[src/rtl/multi_table_init.sv]
// Init/scrub engine: writes a fill word over an address range on a subset of table channels.
// Latency: CHECK one cycle after accept, first write 1-2 cycles later, result the cycle after the last write.
// Backpressure: wr_ready_i stalls the write counter; the result is held until result_ready_i.
module multi_table_init #(
    parameter int N_CH    = 2,
    parameter int A_WIDTH = 10,
    parameter int D_WIDTH = 32,
    parameter int CMD_W   = 4
) (
    input  logic               clk_i,
    input  logic               rst_i,
    input  logic               task_valid_i,
    output logic               task_ready_o,
    input  logic [CMD_W-1:0]   task_cmd_i,
    input  logic               task_mode_i,
    input  logic [N_CH-1:0]    task_ch_mask_i,
    input  logic [A_WIDTH-1:0] task_start_i,
    input  logic [A_WIDTH-1:0] task_end_i,
    input  logic [D_WIDTH-1:0] task_fill_i,
    output logic [N_CH-1:0]    wr_en_o,
    output logic [A_WIDTH-1:0] wr_addr_o,
    output logic [D_WIDTH-1:0] wr_data_o,
    input  logic               wr_ready_i,
    output logic               empty_ptr_storage_srst_o,
    output logic [A_WIDTH-1:0] add_empty_ptr_o,
    output logic               add_empty_ptr_en_o,
    output logic [CMD_W-1:0]   result_cmd_o,
    output logic [1:0]         result_rescode_o,
    output logic [A_WIDTH:0]   result_words_o,
    output logic               result_valid_o,
    input  logic               result_ready_i
);

    typedef enum logic [2:0] {
        S_IDLE, S_CHECK, S_RESET_EPS, S_FILL, S_REPORT
    } state_t;

    typedef struct packed {
        logic [CMD_W-1:0]   cmd;
        logic               mode;
        logic [N_CH-1:0]    mask;
        logic [A_WIDTH-1:0] first;
        logic [A_WIDTH-1:0] last;
        logic [D_WIDTH-1:0] fill;
    } task_t;

    localparam logic [1:0] RC_OK        = 2'd0;
    localparam logic [1:0] RC_BAD_RANGE = 2'd1;
    localparam logic [1:0] RC_EMPTY     = 2'd2;

    state_t             state_q, state_d;
    task_t              task_q;
    logic [A_WIDTH:0]   cnt_q;
    logic [1:0]         rescode_q;
    logic [A_WIDTH:0]   words_q;
    logic               accept;
    logic               last_wr;
    logic               seed_eps;

    assign accept   = (state_q == S_IDLE) && task_valid_i;
    // The counter is one bit wider than the address so an all-ones end needs no wrap handling.
    assign last_wr  = (state_q == S_FILL) && wr_ready_i && (cnt_q == {1'b0, task_q.last});
    assign seed_eps = ~task_q.mode & task_q.mask[0];

    always_ff @(posedge clk_i or posedge rst_i) begin
        if (rst_i) begin
            state_q <= S_IDLE;
        end else begin
            state_q <= state_d;
        end
    end

    always_comb begin
        state_d = state_q;
        case (state_q)
            S_IDLE:      if (task_valid_i) state_d = S_CHECK;
            S_CHECK: begin
                if (task_q.mask == '0)               state_d = S_REPORT;
                else if (task_q.first > task_q.last) state_d = S_REPORT;
                else if (seed_eps)                   state_d = S_RESET_EPS;
                else                                 state_d = S_FILL;
            end
            S_RESET_EPS: state_d = S_FILL;
            S_FILL:      if (last_wr) state_d = S_REPORT;
            S_REPORT:    if (result_ready_i) state_d = S_IDLE;
            default:     state_d = S_IDLE;
        endcase
    end

    always_comb begin
        task_ready_o             = 1'b0;
        wr_en_o                  = '0;
        empty_ptr_storage_srst_o = 1'b0;
        add_empty_ptr_en_o       = 1'b0;
        result_valid_o           = 1'b0;
        case (state_q)
            S_IDLE:      task_ready_o = 1'b1;
            S_RESET_EPS: empty_ptr_storage_srst_o = 1'b1;
            S_FILL: begin
                wr_en_o            = task_q.mask;
                // RANGE tasks must not add pointers: those addresses may already be live.
                add_empty_ptr_en_o = seed_eps & wr_ready_i;
            end
            S_REPORT:    result_valid_o = 1'b1;
            default: ;
        endcase
    end

    always_ff @(posedge clk_i or posedge rst_i) begin
        if (rst_i) begin
            task_q    <= '0;
            cnt_q     <= '0;
            rescode_q <= RC_OK;
            words_q   <= '0;
        end else begin
            if (accept) begin
                task_q.cmd   <= task_cmd_i;
                task_q.mode  <= task_mode_i;
                task_q.mask  <= task_ch_mask_i;
                task_q.first <= task_mode_i ? task_start_i : '0;
                task_q.last  <= task_mode_i ? task_end_i   : '1;
                task_q.fill  <= task_mode_i ? task_fill_i  : '0;
            end
            if (state_q == S_CHECK) begin
                if (task_q.mask == '0) begin
                    rescode_q <= RC_EMPTY;
                    words_q   <= '0;
                end else if (task_q.first > task_q.last) begin
                    rescode_q <= RC_BAD_RANGE;
                    words_q   <= '0;
                end else begin
                    rescode_q <= RC_OK;
                    words_q   <= {1'b0, task_q.last} - {1'b0, task_q.first}
                                 + {{A_WIDTH{1'b0}}, 1'b1};
                end
            end
            if ((state_d == S_FILL) && (state_q != S_FILL)) begin
                cnt_q <= {1'b0, task_q.first};
            end else if ((state_q == S_FILL) && wr_ready_i && !last_wr) begin
                cnt_q <= cnt_q + {{A_WIDTH{1'b0}}, 1'b1};
            end
        end
    end

    assign wr_addr_o        = cnt_q[A_WIDTH-1:0];
    assign wr_data_o        = task_q.fill;
    assign add_empty_ptr_o  = cnt_q[A_WIDTH-1:0];
    assign result_cmd_o     = task_q.cmd;
    assign result_rescode_o = rescode_q;
    assign result_words_o   = words_q;

endmodule

[config.mk]
export PLATFORM = sky130hd
export DESIGN_NAME = multi_table_init
export DESIGN_NICKNAME = d
export VERILOG_FILES = /design/src/rtl/multi_table_init.sv
export SDC_FILE = /design/constraint.sdc
export NUM_CORES = 1
export LEC_CHECK = 0
export BUFFER_PORTS_ARGS = -buffer_cell sky130_fd_sc_hd__buf_2
export CAP_MARGIN = 20
export CORE_ASPECT_RATIO = 0.7
export CORE_UTILIZATION = 40
export DETAILED_ROUTE_END_ITERATION = 6
export GPL_TIMING_DRIVEN = 0
export PLACE_DENSITY = 0.66
export SLEW_MARGIN = 5
export SYNTH_ARGS = -nofsm -noshare
export SYNTH_HDL_FRONTEND = slang
export SYNTH_SLANG_ARGS = --single-unit
[constraint.sdc]
create_clock -name clk_i -period 2.35 [get_ports clk_i]
set_input_delay 0.1175 -clock clk_i [delete_from_list [all_inputs] [get_ports clk_i]]
set_output_delay 0.1175 -clock clk_i [all_outputs]
set_load 0.1 [all_outputs]
* Word level (Yosys, flattened, before mapping) *
Cells that the tools add are included.

storage, ports and cells
  logic and storage cells = 54
  bits in registers = 86
  output and inout port bits = 75

cells by class
  multiplexer cells = 21
  add/sub/neg operators = 3
  order comparisons = 1
  bitwise operators = 3
  reductions and logical operators = 9
  equal/unequal tests = 7

operators by type and width
  cell                                                                      number
  11-bit 2-to-1 mux                                                         4
  32-bit 2-to-1 mux                                                         1
  11-bit by 1-bit adder with 11-bit output (second input constant)          2
  10-bit 2-to-1 mux                                                         2
  3-bit 2-to-1 mux                                                          5
  3-bit one-hot mux with 5 select lines                                     1
  11-bit by 10-bit == test with 1-bit output                                1
  10-bit by 10-bit subtractor with 11-bit output                            1
  10-bit > comparator                                                       1
  3-bit by 2-bit == test with 1-bit output (second input constant)          3
  1-bit 2-to-1 mux                                                          6
  1-bit logical AND                                                         5
  2-bit 2-to-1 mux                                                          2
  3-bit by 1-bit == test with 1-bit output (second input constant)          1
  3-bit == test (second input constant)                                     1
  3-bit zero test                                                           1
  3-bit by 2-bit inequality test with 1-bit output (second input constant)  1
  1-bit bitwise AND                                                         2
  2-bit zero test                                                           1
  2-bit nonzero test                                                        1
  1-bit zero test                                                           1
  1-bit NOT                                                                 1

* Longest topological paths before layout *
  depth in word-level cells = 9
  depth in mapped cells = 11
  depth with buffers taken out = 11

* Worst setup path before layout *
OpenSTA, ideal clock, no wires.

  path type = reg2reg
  start point = register state_q[0]
  end point = register state_q[2]
  arrival time = 2979 ps
  stages on the path, launching flop included = 5
  setup time = 91 ps
  setup slack = -719 ps
  cells stage by stage = dfrtp_1 -> buf_4 -> nor3b_1 -> nand2b_1 -> o221ai_1

between the ends
  cells in the longest elaborated chain, start to end = 5
  elaborated cells between the ends (all ways) = 9
  classes of those cells = eq/ne (4); mux (2); reduce/logical (3)

RTL lines
  element                                    RTL line  text
  start: declaration                         51        state_t state_q, state_d;
  start signal: assignment                   69        state_q <= state_d;
  3-bit by 2-bit == test with 1-bit output   62, 75
  1-bit logical AND (2 in a row)             62        assign last_wr = (state_q == S_FILL) && wr_ready_i && (cnt_q == {1'b0, task_q.last});
  3-bit 2-to-1 mux                           84        S_FILL: if (last_wr) state_d = S_REPORT;
  3-bit one-hot mux with 5 select lines (*)  75        case (state_q)
  via state_d[2]                             51

Mark *: on every way through the listed nets, which the timed path passes. The rest lies on a longest branch.
A chain may end at the register's enable or synchronous reset.

* Final worst setup path *
  start point = register task_q[43] in the netlist's numbering
  end point = register words_q[9], in the netlist result_words_o[9]

between the ends
  cells in the longest elaborated chain, start to end = 4
  elaborated cells between the ends (all ways) = 5
  classes of those cells = add/sub (2); order compare (1); mux (2)

RTL lines
  element                                         RTL line  text
  start: declaration                              52        task_t task_q;
  10-bit by 10-bit subtractor with 11-bit output  133       words_q <= {1'b0, task_q.last} - {1'b0, task_q.first}
  11-bit by 1-bit adder with 11-bit output        134       + {{A_WIDTH{1'b0}}, 1'b1};
  11-bit 2-to-1 mux (*)                           128       end else if (task_q.first > task_q.last) begin
  11-bit 2-to-1 mux (*)                           125       if (task_q.mask == '0) begin
  end signal: assignment                          133
  end: declaration                                55        logic [A_WIDTH:0] words_q;

Every way passes the cells marked *; elsewhere a longest branch is shown, timed or not.

==> tab_implementation.tex <==
\begin{tabular}{lr}
\hline
Metric & Value \\
\hline
\multicolumn{2}{l}{\textbf{Finish}} \\
\quad ANT cells & 0 \\
\quad Fraction of final layout cells with drive strength greater than 1 & 42.7\% \\
\quad Layout-stage area growth over the synthesis result & 35.6\% \\
\quad Core utilization of the finished layout & 56.5\% \\
\quad Fin nets & 801 \\
\quad Final std cell area, no fill & 6720 um\^{}2 \\
\multicolumn{2}{l}{\textbf{STA}} \\
\quad Final count of pins violating max slew & 0 \\
\quad Clock Skews & 0.0103 ns \\
\quad Transition time at the pin with the least slew margin & 0.594 ns \\
\quad Worst hold slack & 0.0107 ns \\
\quad Shortest period the worst path allows & 2.35 ns \\
\quad Min setup slack post-route & -0.00305 ns \\
\quad Number of hold violations in the final report & 0 \\
\quad Max\_slew headroom & 60.4\% \\
\quad Fmax & 425 MHz \\
\quad RSZ-0062 raised after global routing & yes \\
\quad Count of final setup violators & 1 \\
\quad Period utilization & 100\% \\
\multicolumn{2}{l}{\textbf{Synthesis}} \\
\quad Top post-synthesis cells by area & sky130\_fd\_sc\_hd\_\_dfrtp\_1 43\%, sky130\_fd\_sc\_hd\_\_buf\_4 8.6\%, sky130\_fd\_sc\_hd\_\_nand2\_1 7.9\% \\
\quad Synth async-reset ratio & 100\% \\
\quad Post-Synthesis Mean Instance Area & 9.38 um\^{}2 \\
\quad Cells after synthesis & 528 \\
\quad Cell Area, Synth & 4950 um\^{}2 \\
\quad Cell taking the most area after synthesis & sky130\_fd\_sc\_hd\_\_dfrtp\_1 \\
\quad Top cells by count, synth & 104 x sky130\_fd\_sc\_hd\_\_nand2\_1, 86 x sky130\_fd\_sc\_hd\_\_dfrtp\_1, 57 x sky130\_fd\_sc\_hd\_\_buf\_4, 48 x sky130\_fd\_sc\_hd\_\_o21ai\_0, 29 x sky130\_fd\_sc\_hd\_\_ha\_1 \\
\quad Synth top area share & 43.4\% \\
\quad Sequential fraction of the synthesis area & 43.4\% \\
\quad Distinct cell type count after synthesis & 49 \\
\quad Post-synthesis sequential element count & 86 \\
\quad Synth Warn \# & 0 \\
\quad Most repeated cell in the gate-level netlist after synthesis & sky130\_fd\_sc\_hd\_\_nand2\_1 \\
\quad Number of synthesized flops with an enable pin & 0 \\
\quad Number of nets produced by synthesis & 622 \\
\quad Predominant post-synthesis flop cell & sky130\_fd\_sc\_hd\_\_dfrtp\_1 \\
\multicolumn{2}{l}{\textbf{Global routing}} \\
\quad Number of global-route vias before repair & 3,915 \\
\quad Remaining Overflow, GRT & 0 \\
\quad Wire length of the first global-routing pass & 20.2 mm \\
\quad Largest net degree at the start of global routing & 64 \\
\quad Number of antenna violations at the first check in global routing & 0 \\
\quad All-Layer GR Usage & 20.8\% \\
\multicolumn{2}{l}{\textbf{Critical path}} \\
\quad Required time of the worst setup path & 2.59 ns \\
\quad Endpoint class of the critical path & flip-flop \\
\quad Crit path DAT & 2.59 ns \\
\quad Worst setup SP type & flip-flop \\
\quad Reg2reg path depth & 10 \\
\quad Max FO, Critical Path & 4 \\
\quad CP Class & flip-flop to flip-flop \\
\quad RR Endpoint & result\_words\_o[9] \\
\quad Reg-to-reg critical path startpoint & task\_q[43] \\
\quad Worst reg2reg setup slack & -0.003 ns \\
\multicolumn{2}{l}{\textbf{CTS}} \\
\quad Number of clock sinks & 86 \\
\quad Maximum root-to-sink buffer count & 2 \\
\quad Library cell used as clock root buffer & sky130\_fd\_sc\_hd\_\_clkbuf\_16 \\
\quad H-tree levels & 3 \\
\quad Clock-pin slew on the worst setup and hold paths & 0.07 ns \\
\quad Source-to-sink clock delay at the later pin of the worst-skew pair & 0.35 ns \\
\quad Clock buffer count from CTS & 9 \\
\quad Clock tree from TritonCTS & built \\
\multicolumn{2}{l}{\textbf{Worst hold path}} \\
\quad Worst Hold End & task\_q[47] \\
\quad Critical hold path startpoint & task\_start\_i[5] \\
\quad Path class of the lowest-slack min-delay path & input pin to flip-flop \\
\quad Count of cells along the worst hold path & 3 \\
\multicolumn{2}{l}{\textbf{Routing}} \\
\quad Total detailed-routing wirelength & 13.6 mm \\
\quad Number of DRC markers in iteration 0 & 153 \\
\quad Via total after detailed routing & 4,273 \\
\quad Via-to-Cell Ratio & 4.92 \\
\quad DRC viols & 0 \\
\quad Remaining antenna violation count & 0 \\
\quad Final routed wire length divided by cell count & 15.6 um \\
\quad Pre-Repair DR Iteration Count & 4 \\
\multicolumn{2}{l}{\textbf{Floorplanning}} \\
\quad Core area & 11,900 um\^{}2 \\
\quad Horizontal die dimension & 135 um \\
\quad Core Rows & 33 \\
\quad Starting density of the core & 41.7\% \\
\quad Full die area & 12,800 um\^{}2 \\
\quad I/O pin cnt & 139 \\
\quad Vertical extent of the die & 95.1 um \\
\multicolumn{2}{l}{\textbf{Place}} \\
\quad Post-Place Cell Area & 5880 um\^{}2 \\
\quad Number of port buffers & 137 \\
\quad Global placer's final weighted congestion & 0.848 \\
\quad Worst Setup Slack post-DPL & -0.218 ns \\
\quad HPWL after detailed placement & 9.73 mm \\
\multicolumn{2}{l}{\textbf{Outcome}} \\
\quad Run status & finished with violations \\
\quad Violations in the final reports & negative setup slack \\
\multicolumn{2}{l}{\textbf{Job}} \\
\quad Max capacitance violation total & 0 \\
\hline
\end{tabular}
==> worst max path at each step <==
| stage | cells past startpoint | to | startpoint | slack, ns |
|---|---|---|---|---|
| floorplan | 1 | cnt_q[0] | rst_i | 0.01 |
| CTS | 8 | result_words_o[10] | task_q[44] | 0.00004 |
| finish | 10 | result_words_o[9] | task_q[43] | -0.003 |
| global placement | 2 | result_words_o[6] | rst_i | -1.04 |
| detailed placement | 8 | cnt_q[5] | task_q[37] | -0.22 |
| global route | 8 | cnt_q[7] | task_q[39] | -0.06 |
==> per-layer routing <==
layer	GRT usage, %	up-vias	share of wire, %
li1	-	2075	-
met1	29.4	2060	47
met2	31.6	128	45
met3	4.84	10	6.5
met4	6.27	0	0.96
met5	0	-	0
==> metrics by stage <==
step	TNS [ns]	instances
final	-0.00305	869
after detailed placement	-3.01	823
after global placement	-90.20	822
after CTS	0	857
after floorplan	0	528
after global routing	-0.445	869
==> flip-flops by register name, indices dropped and copies added, names as in the netlist <==
| signal | count |
|---|---|
| wr_data_o | 32 |
| result_rescode_o | 2 |
| task_q | 23 |
| cnt_q | 11 |
| result_cmd_o | 4 |
| state_q | 3 |
| result_words_o | 11 |
==> cells in the final DEF, fill, tap and decap left out, drive strengths merged, types with 11 or more instances in the layout <==
cell         Yosys  layout
dlygate4sd3      0      11
xor2            22      22
dfrtp           86      86
o21ai           53      53
a22o            11      11
ha              29      29
inv             25      28
buf             65     222
nand2          104     104
clkbuf          16      26
mux2            11      11
a21oi           17      17
nor2            11      11
nor3b           11      11
==> critical path, stage by stage (launching register included) <==
cell	delay [ns]
sky130_fd_sc_hd__dfrtp_2	0.46
sky130_fd_sc_hd__ha_4	0.30
sky130_fd_sc_hd__inv_2	0.04
sky130_fd_sc_hd__ha_4	0.16
sky130_fd_sc_hd__fa_2	0.38
sky130_fd_sc_hd__a21oi_2	0.19
sky130_fd_sc_hd__nor2b_2	0.07
sky130_fd_sc_hd__o221ai_2	0.20
sky130_fd_sc_hd__a21oi_2	0.08
sky130_fd_sc_hd__xor2_1	0.16
sky130_fd_sc_hd__a22o_1	0.20
==> final cells by class <==
class	instances	area (um^2)
plain buffers	81	547
clock buffers	10	239
clock inverters	6	76.3
fillers	1060	5170
inverters	25	96.3
multi-input cells	336	2420
flip-flops and latches	86	2160
well taps	157	196
repair buffers	168	978
==> what timing repair did <==
action | CTS | global route
gates resized for setup | 13 | 41
endpoints found under the setup margin | 23 | 23
hold endpoints to repair | 33 | 0
pin swaps | 5 | 18
buffers inserted | 7 | 12
hold buffers | 11 | 0
==> logic make-up after synthesis <==
logic type	count (synthesis)	share of synthesized area, %
xor gates and xnor gates	27	4.77
AOI/OAI and AO/OA	99	12.5
buffers and inverters	106	12.7
and+or+nand+nor	169	16.4
DFF	86	43.4
muxes	11	2.50
adders and majority gates	30	7.73
Power is not shown: default switching activity piles up to over one toggle a cycle in this logic, so the estimate is an artifact.
